$ cat src/rtl/reg_serial_tx.sv
// Parallel-to-serial transmitter for the Reg register link.
// Frames one WIDTH-bit word as: start(0), data bits, optional even parity, stop(1).
// Every serial-side output is registered; only load_ready is decoded from state.
module reg_serial_tx #(
    parameter int WIDTH        = 4,
    parameter int CLKS_PER_BIT = 1,
    parameter bit LSB_FIRST    = 1'b1,
    parameter bit PARITY_EN    = 1'b1
) (
    input  logic             clk,
    input  logic             rst_n,
    input  logic [WIDTH-1:0] d_in,
    input  logic             load_valid,
    output logic             load_ready,
    output logic             tx_out,
    output logic             tx_busy,
    output logic             tx_done
);

    localparam int CW = (CLKS_PER_BIT > 1) ? $clog2(CLKS_PER_BIT) : 1;
    localparam int BW = (WIDTH > 1) ? $clog2(WIDTH) : 1;
    localparam logic [CW-1:0] CYC_LAST = CW'(CLKS_PER_BIT - 1);
    localparam logic [BW-1:0] BIT_LAST = BW'(WIDTH - 1);

    typedef enum logic [2:0] {
        S_IDLE   = 3'd0,
        S_START  = 3'd1,
        S_DATA   = 3'd2,
        S_PARITY = 3'd3,
        S_STOP   = 3'd4
    } state_t;

    state_t           state_q, state_d;
    logic [CW-1:0]    cyc_q, cyc_d;
    logic [BW-1:0]    bit_q, bit_d;
    logic [WIDTH-1:0] shreg_q, shreg_d;
    logic             tx_out_q, tx_out_d;
    logic             tx_busy_q, tx_busy_d;
    logic             tx_done_q, tx_done_d;
    logic             cyc_end;

    // The shift register rotates rather than shifts, so after WIDTH bit
    // periods it holds the latched word again and its XOR is still the parity.
    function automatic logic [WIDTH-1:0] rotate(input logic [WIDTH-1:0] v);
        if (LSB_FIRST) begin
            return (v >> 1) | (v << (WIDTH - 1));
        end else begin
            return (v << 1) | (v >> (WIDTH - 1));
        end
    endfunction

    // Bit currently presented on the line from the shift register.
    function automatic logic cur_bit(input logic [WIDTH-1:0] v);
        if (LSB_FIRST) begin
            return v[0];
        end else begin
            return v[WIDTH-1];
        end
    endfunction

    assign cyc_end    = (cyc_q == CYC_LAST);
    assign load_ready = (state_q == S_IDLE);
    assign tx_out     = tx_out_q;
    assign tx_busy    = tx_busy_q;
    assign tx_done    = tx_done_q;

    // State, counters, shift register and registered outputs; async reset aborts any frame.
    always_ff @(posedge clk or negedge rst_n) begin
        if (!rst_n) begin
            state_q   <= S_IDLE;
            cyc_q     <= '0;
            bit_q     <= '0;
            shreg_q   <= '0;
            tx_out_q  <= 1'b1;
            tx_busy_q <= 1'b0;
            tx_done_q <= 1'b0;
        end else begin
            state_q   <= state_d;
            cyc_q     <= cyc_d;
            bit_q     <= bit_d;
            shreg_q   <= shreg_d;
            tx_out_q  <= tx_out_d;
            tx_busy_q <= tx_busy_d;
            tx_done_q <= tx_done_d;
        end
    end

    // Next-state logic: each non-idle state holds for CLKS_PER_BIT cycles, DATA for WIDTH bits.
    always_comb begin
        state_d = state_q;
        cyc_d   = cyc_q;
        bit_d   = bit_q;
        shreg_d = shreg_q;
        case (state_q)
            S_IDLE: begin
                if (load_valid) begin
                    state_d = S_START;
                    shreg_d = d_in;
                    cyc_d   = '0;
                    bit_d   = '0;
                end
            end
            S_START: begin
                if (cyc_end) begin
                    state_d = S_DATA;
                    cyc_d   = '0;
                end else begin
                    cyc_d = cyc_q + 1'b1;
                end
            end
            S_DATA: begin
                if (cyc_end) begin
                    cyc_d   = '0;
                    shreg_d = rotate(shreg_q);
                    if (bit_q == BIT_LAST) begin
                        bit_d   = '0;
                        state_d = PARITY_EN ? S_PARITY : S_STOP;
                    end else begin
                        bit_d = bit_q + 1'b1;
                    end
                end else begin
                    cyc_d = cyc_q + 1'b1;
                end
            end
            S_PARITY: begin
                if (cyc_end) begin
                    state_d = S_STOP;
                    cyc_d   = '0;
                end else begin
                    cyc_d = cyc_q + 1'b1;
                end
            end
            S_STOP: begin
                if (cyc_end) begin
                    state_d = S_IDLE;
                    cyc_d   = '0;
                end else begin
                    cyc_d = cyc_q + 1'b1;
                end
            end
            default: begin
                state_d = S_IDLE;
                cyc_d   = '0;
                bit_d   = '0;
            end
        endcase
    end

    // Output decode from the next state so the line level is registered with zero extra latency.
    always_comb begin
        tx_out_d  = 1'b1;
        tx_busy_d = (state_d != S_IDLE);
        tx_done_d = (state_d == S_STOP) && (cyc_d == CYC_LAST);
        case (state_d)
            S_IDLE:   tx_out_d = 1'b1;
            S_START:  tx_out_d = 1'b0;
            S_DATA:   tx_out_d = cur_bit(shreg_d);
            S_PARITY: tx_out_d = ^shreg_d;
            S_STOP:   tx_out_d = 1'b1;
            default:  tx_out_d = 1'b1;
        endcase
    end

endmodule
$ cat config.mk
export PLATFORM = sky130hd
export DESIGN_NAME = reg_serial_tx
export DESIGN_NICKNAME = d
export VERILOG_FILES = /design/src/rtl/reg_serial_tx.sv
export SDC_FILE = /design/constraint.sdc
export NUM_CORES = 1
export LEC_CHECK = 0
export ABC_AREA = 1
export CORE_MARGIN = 3
export CORE_UTILIZATION = 50
export CTS_BUF_LIST = sky130_fd_sc_hd__clkbuf_16
export DETAILED_ROUTE_END_ITERATION = 8
export PLACE_DENSITY = 0.73
export SYNTH_ARGS = -nofsm -noshare
export SYNTH_HDL_FRONTEND = slang
export SYNTH_SLANG_ARGS = --single-unit
export TNS_END_PERCENT = 1
$ cat constraint.sdc
create_clock -name clk -period 1.99 [get_ports clk]
set_input_delay 0.597 -clock clk [delete_from_list [all_inputs] [get_ports clk]]
set_output_delay 0.597 -clock clk [all_outputs]
set_load 0.1 [all_outputs]
==> results.sh <==
export IMPL_status="finished, final reports clean"
export IMPL_synth_mux_area_frac=0
export IMPL_cpPeakStageDelay_ps=450
export IMPL_synth_xor_area_share=0
export IMPL_holdCritStartpoint="bit_q[1]$_DFFE_PN0P_"
export IMPL_coreArea_sq_um=1590
export IMPL_numCtsBuffers=3
export IMPL_die_width_um=48.1
export IMPL_hold_violations=0
export IMPL_synth_top_family_by_area="simple AND/OR/NAND/NOR gates"
export IMPL_avgRoutedWirePerCell_um=12.3
export IMPL_area_growth_pct=27.0
export IMPL_start_kind="flop"
export IMPL_grt_usage=0.213
export IMPL_netlist_area_leader_share=0.339
export IMPL_finish_utilization=0.706
export IMPL_worst_pin_slew_ps=360
export IMPL_cp_data_arrival_time_ps=1210
export IMPL_syn_num_nets=138
export IMPL_avgSynthCellArea_sq_um=6.81
export IMPL_r2r_end="tx_out$_DFF_PN1_"
export IMPL_dieArea_sq_um=2310
export IMPL_grt_overflow_total=0
export IMPL_synth_area_top_cells="dfrtp_1, nand2_1, inv_1"
export IMPL_holdPathStages=2
export IMPL_synth_compound_area_frac=0.0480
export IMPL_rsz0062_at_grt="false"
export IMPL_slew_headroom=0.760
export IMPL_period_needed_ps=1810
export IMPL_drive_gt1_frac=0.168
export IMPL_whs_ps=480
export IMPL_synthAdderAreaFrac=0.0141
export IMPL_drt_iter0_drc=34
export IMPL_ant_nets=0
export IMPL_cp_top_family="flip-flops"
export IMPL_yosysSeqAreaShare=0.369
export IMPL_nets=152
export IMPL_r2r_cells=11
export IMPL_ys_types=21
export IMPL_initial_core_util=0.556
export IMPL_finClkSkew_ps=5.19
export IMPL_crit_path_cell_trace="nor2_4 -> inv_2 -> nor2_4 -> buf_12"
export IMPL_ff2ff_setup_slack_ps=380
export IMPL_multiInputGateArea_sq_um=459
export IMPL_gp_congestion=0.918
export IMPL_cts_buffer_depth=2
export IMPL_clkSinkCount=13
export IMPL_worstPathMaxFanout=5
export IMPL_io_buffers=10
export IMPL_clk_insertion_delay_late_ps=250
export IMPL_n_antenna_cell=0
export IMPL_min_path_type="flop to flop"
export IMPL_post_cts_resized=0
export IMPL_grt_pass1_vias=806
export IMPL_n_fill_cell=117
export IMPL_min_delay_worst_endpoint="bit_q[1]$_DFFE_PN0P_"
export IMPL_critPathRequiredTime_ps=1390
export IMPL_ys_warnings_count=0
export IMPL_crit_buf_inv=2
export IMPL_row_count=14
export IMPL_timing_final_max_slew_violations=0
export IMPL_cts_clk_slew_worst_paths_ps=40
export IMPL_grt_pass1_wl_mm=3.37
export IMPL_drt_pass1_iter_count=4
export IMPL_drc=0
export IMPL_holdBufCountCts=0
export IMPL_io_pins=11
export IMPL_ys_ff_latch=13
export IMPL_min_period_over_period=0.909
export IMPL_crit_slowest_cell="dfrtp_1"
export IMPL_ctsRootBufferMaster="clkbuf_16"
export IMPL_antenna_found_initial=0
export IMPL_cts_setup_buffers=0
export IMPL_cts_htree_levels=1
export IMPL_drv_cap=0
export IMPL_die_h_um=48.1
export IMPL_setup_violations=0
export IMPL_hpwl_mm=1.40
export IMPL_crit_type="flop to output port"
export IMPL_routed_via_count=852
export IMPL_end_kind="output port"
export IMPL_syn_inst=130
export IMPL_drt_wl_total_mm=2.06
export IMPL_path_common_cell="nor2_4"
export IMPL_grt_max_degree=14
export IMPL_max_freq_mhz=553
export IMPL_yosysTopAreaCell="dfrtp_1"
export IMPL_timing_rr_start="cyc_q$_DFF_PN0_"
export IMPL_synth_area_sq_um=886
export IMPL_synth_simple_gate_area_frac=0.451
export IMPL_setup_tns_final_ps=0
export IMPL_cts_tree="built"
export IMPL_seq_area_sq_um=327
export IMPL_vias_per_cell=5.10
==> sequential cells by signal, indices dropped and copies added (netlist names) <==
register,count
shreg_q,4
state_q,3
bit_q,2
cyc_q,1
tx_busy,1
tx_done,1
tx_out,1
==> area by class of cell <==
cell class / count / share of cell area
clock buffers: 3 / 0.0667
clock inverters: 1 / 0.00334
inverters: 18 / 0.0601
multi-input cells: 95 / 0.408
flip-flops and latches: 13 / 0.290
well taps: 24 / 0.0267
repair buffers: 13 / 0.145
==> worst max-delay path by stage <==
stage | startpoint | end | cells past startpoint
after global routing | load_valid | tx_out$_DFF_PN1_ | 12
after detailed placement | load_valid | tx_out$_DFF_PN1_ | 12
after global placement | load_valid | tx_out$_DFF_PN1_ | 12
after floorplan | state_q[2]$_DFF_PN0_ | load_ready | 3
final | state_q[2]$_DFF_PN0_ | load_ready | 4
after CTS | state_q[2]$_DFF_PN0_ | load_ready | 4
==> kinds of logic (layout without fill, tap and decap cells) <==
group,Yosys count,in the layout
AOI/OAI and AO/OA,7,7
adders and majority gates,1,1
buffers and inverters,22,35
DFF,13,13
and+or+nand+nor,87,87
==> layer usage <==
layer,track usage,vias to the layer above,share of wire
met2,0.309,40,0.45
met3,0.0738,10,0.097
li1,-,431,-
met1,0.272,371,0.43
met5,0,-,0
met4,0.129,0,0.021
==> Yosys cell counts <==
master	count
nand4_1	4
buf_6	1
nand2_2	3
nand3_1	11
o31ai_1	3
buf_4	1
inv_2	3
dfrtp_1	12
a21oi_1	1
dfstp_2	1
nor2_1	7
o21ai_0	3
nor2_2	2
inv_1	15
clkbuf_8	1
nand2_1	54
ha_1	1
clkbuf_2	1
nor3_1	1
nor2_4	3
nand3_2	2
==> cells in the final DEF (no fill, tap or decap) <==
master	Yosys	routed
clkbuf_16	0	3
nor2_1	7	7
a21oi_1	1	1
nand2_1	54	54
nor2_4	3	4
nand2_2	3	3
inv_2	3	3
clkdlybuf4s50_1	0	6
nor3_1	1	1
buf_12	0	4
inv_1	15	16
dfrtp_1	12	12
nand3_1	11	11
ha_1	1	1
nand3_2	2	2
o31ai_1	3	3
o21ai_0	3	3
dfstp_2	1	1
nor2_2	2	1
nand4_1	4	4
buf_4	1	3
==> metrics by stage <==
stage	worst slack (ps)	std cells	area, sq um
final	181	167	1120
after global routing	98.3	167	1120
after CTS	179	167	1120
after detailed placement	29.1	163	1050
after global placement	73.8	163	1050
after floorplan	196	130	891
==> worst reg2reg max path, stage by stage, from the launching register on <==
cell and delay (ps):
dfrtp_1 520, inv_1 270, nand2_1 130, nand2_1 60
nand2_1 80, nand2_1 90, nor2_4 120, nand2_1 70
nand2_1 60, nand2_1 40, nand3_1 60, nand2_1 50
Power is not shown: default switching activity piles up to over one toggle a cycle in this logic, so the estimate is an artifact.
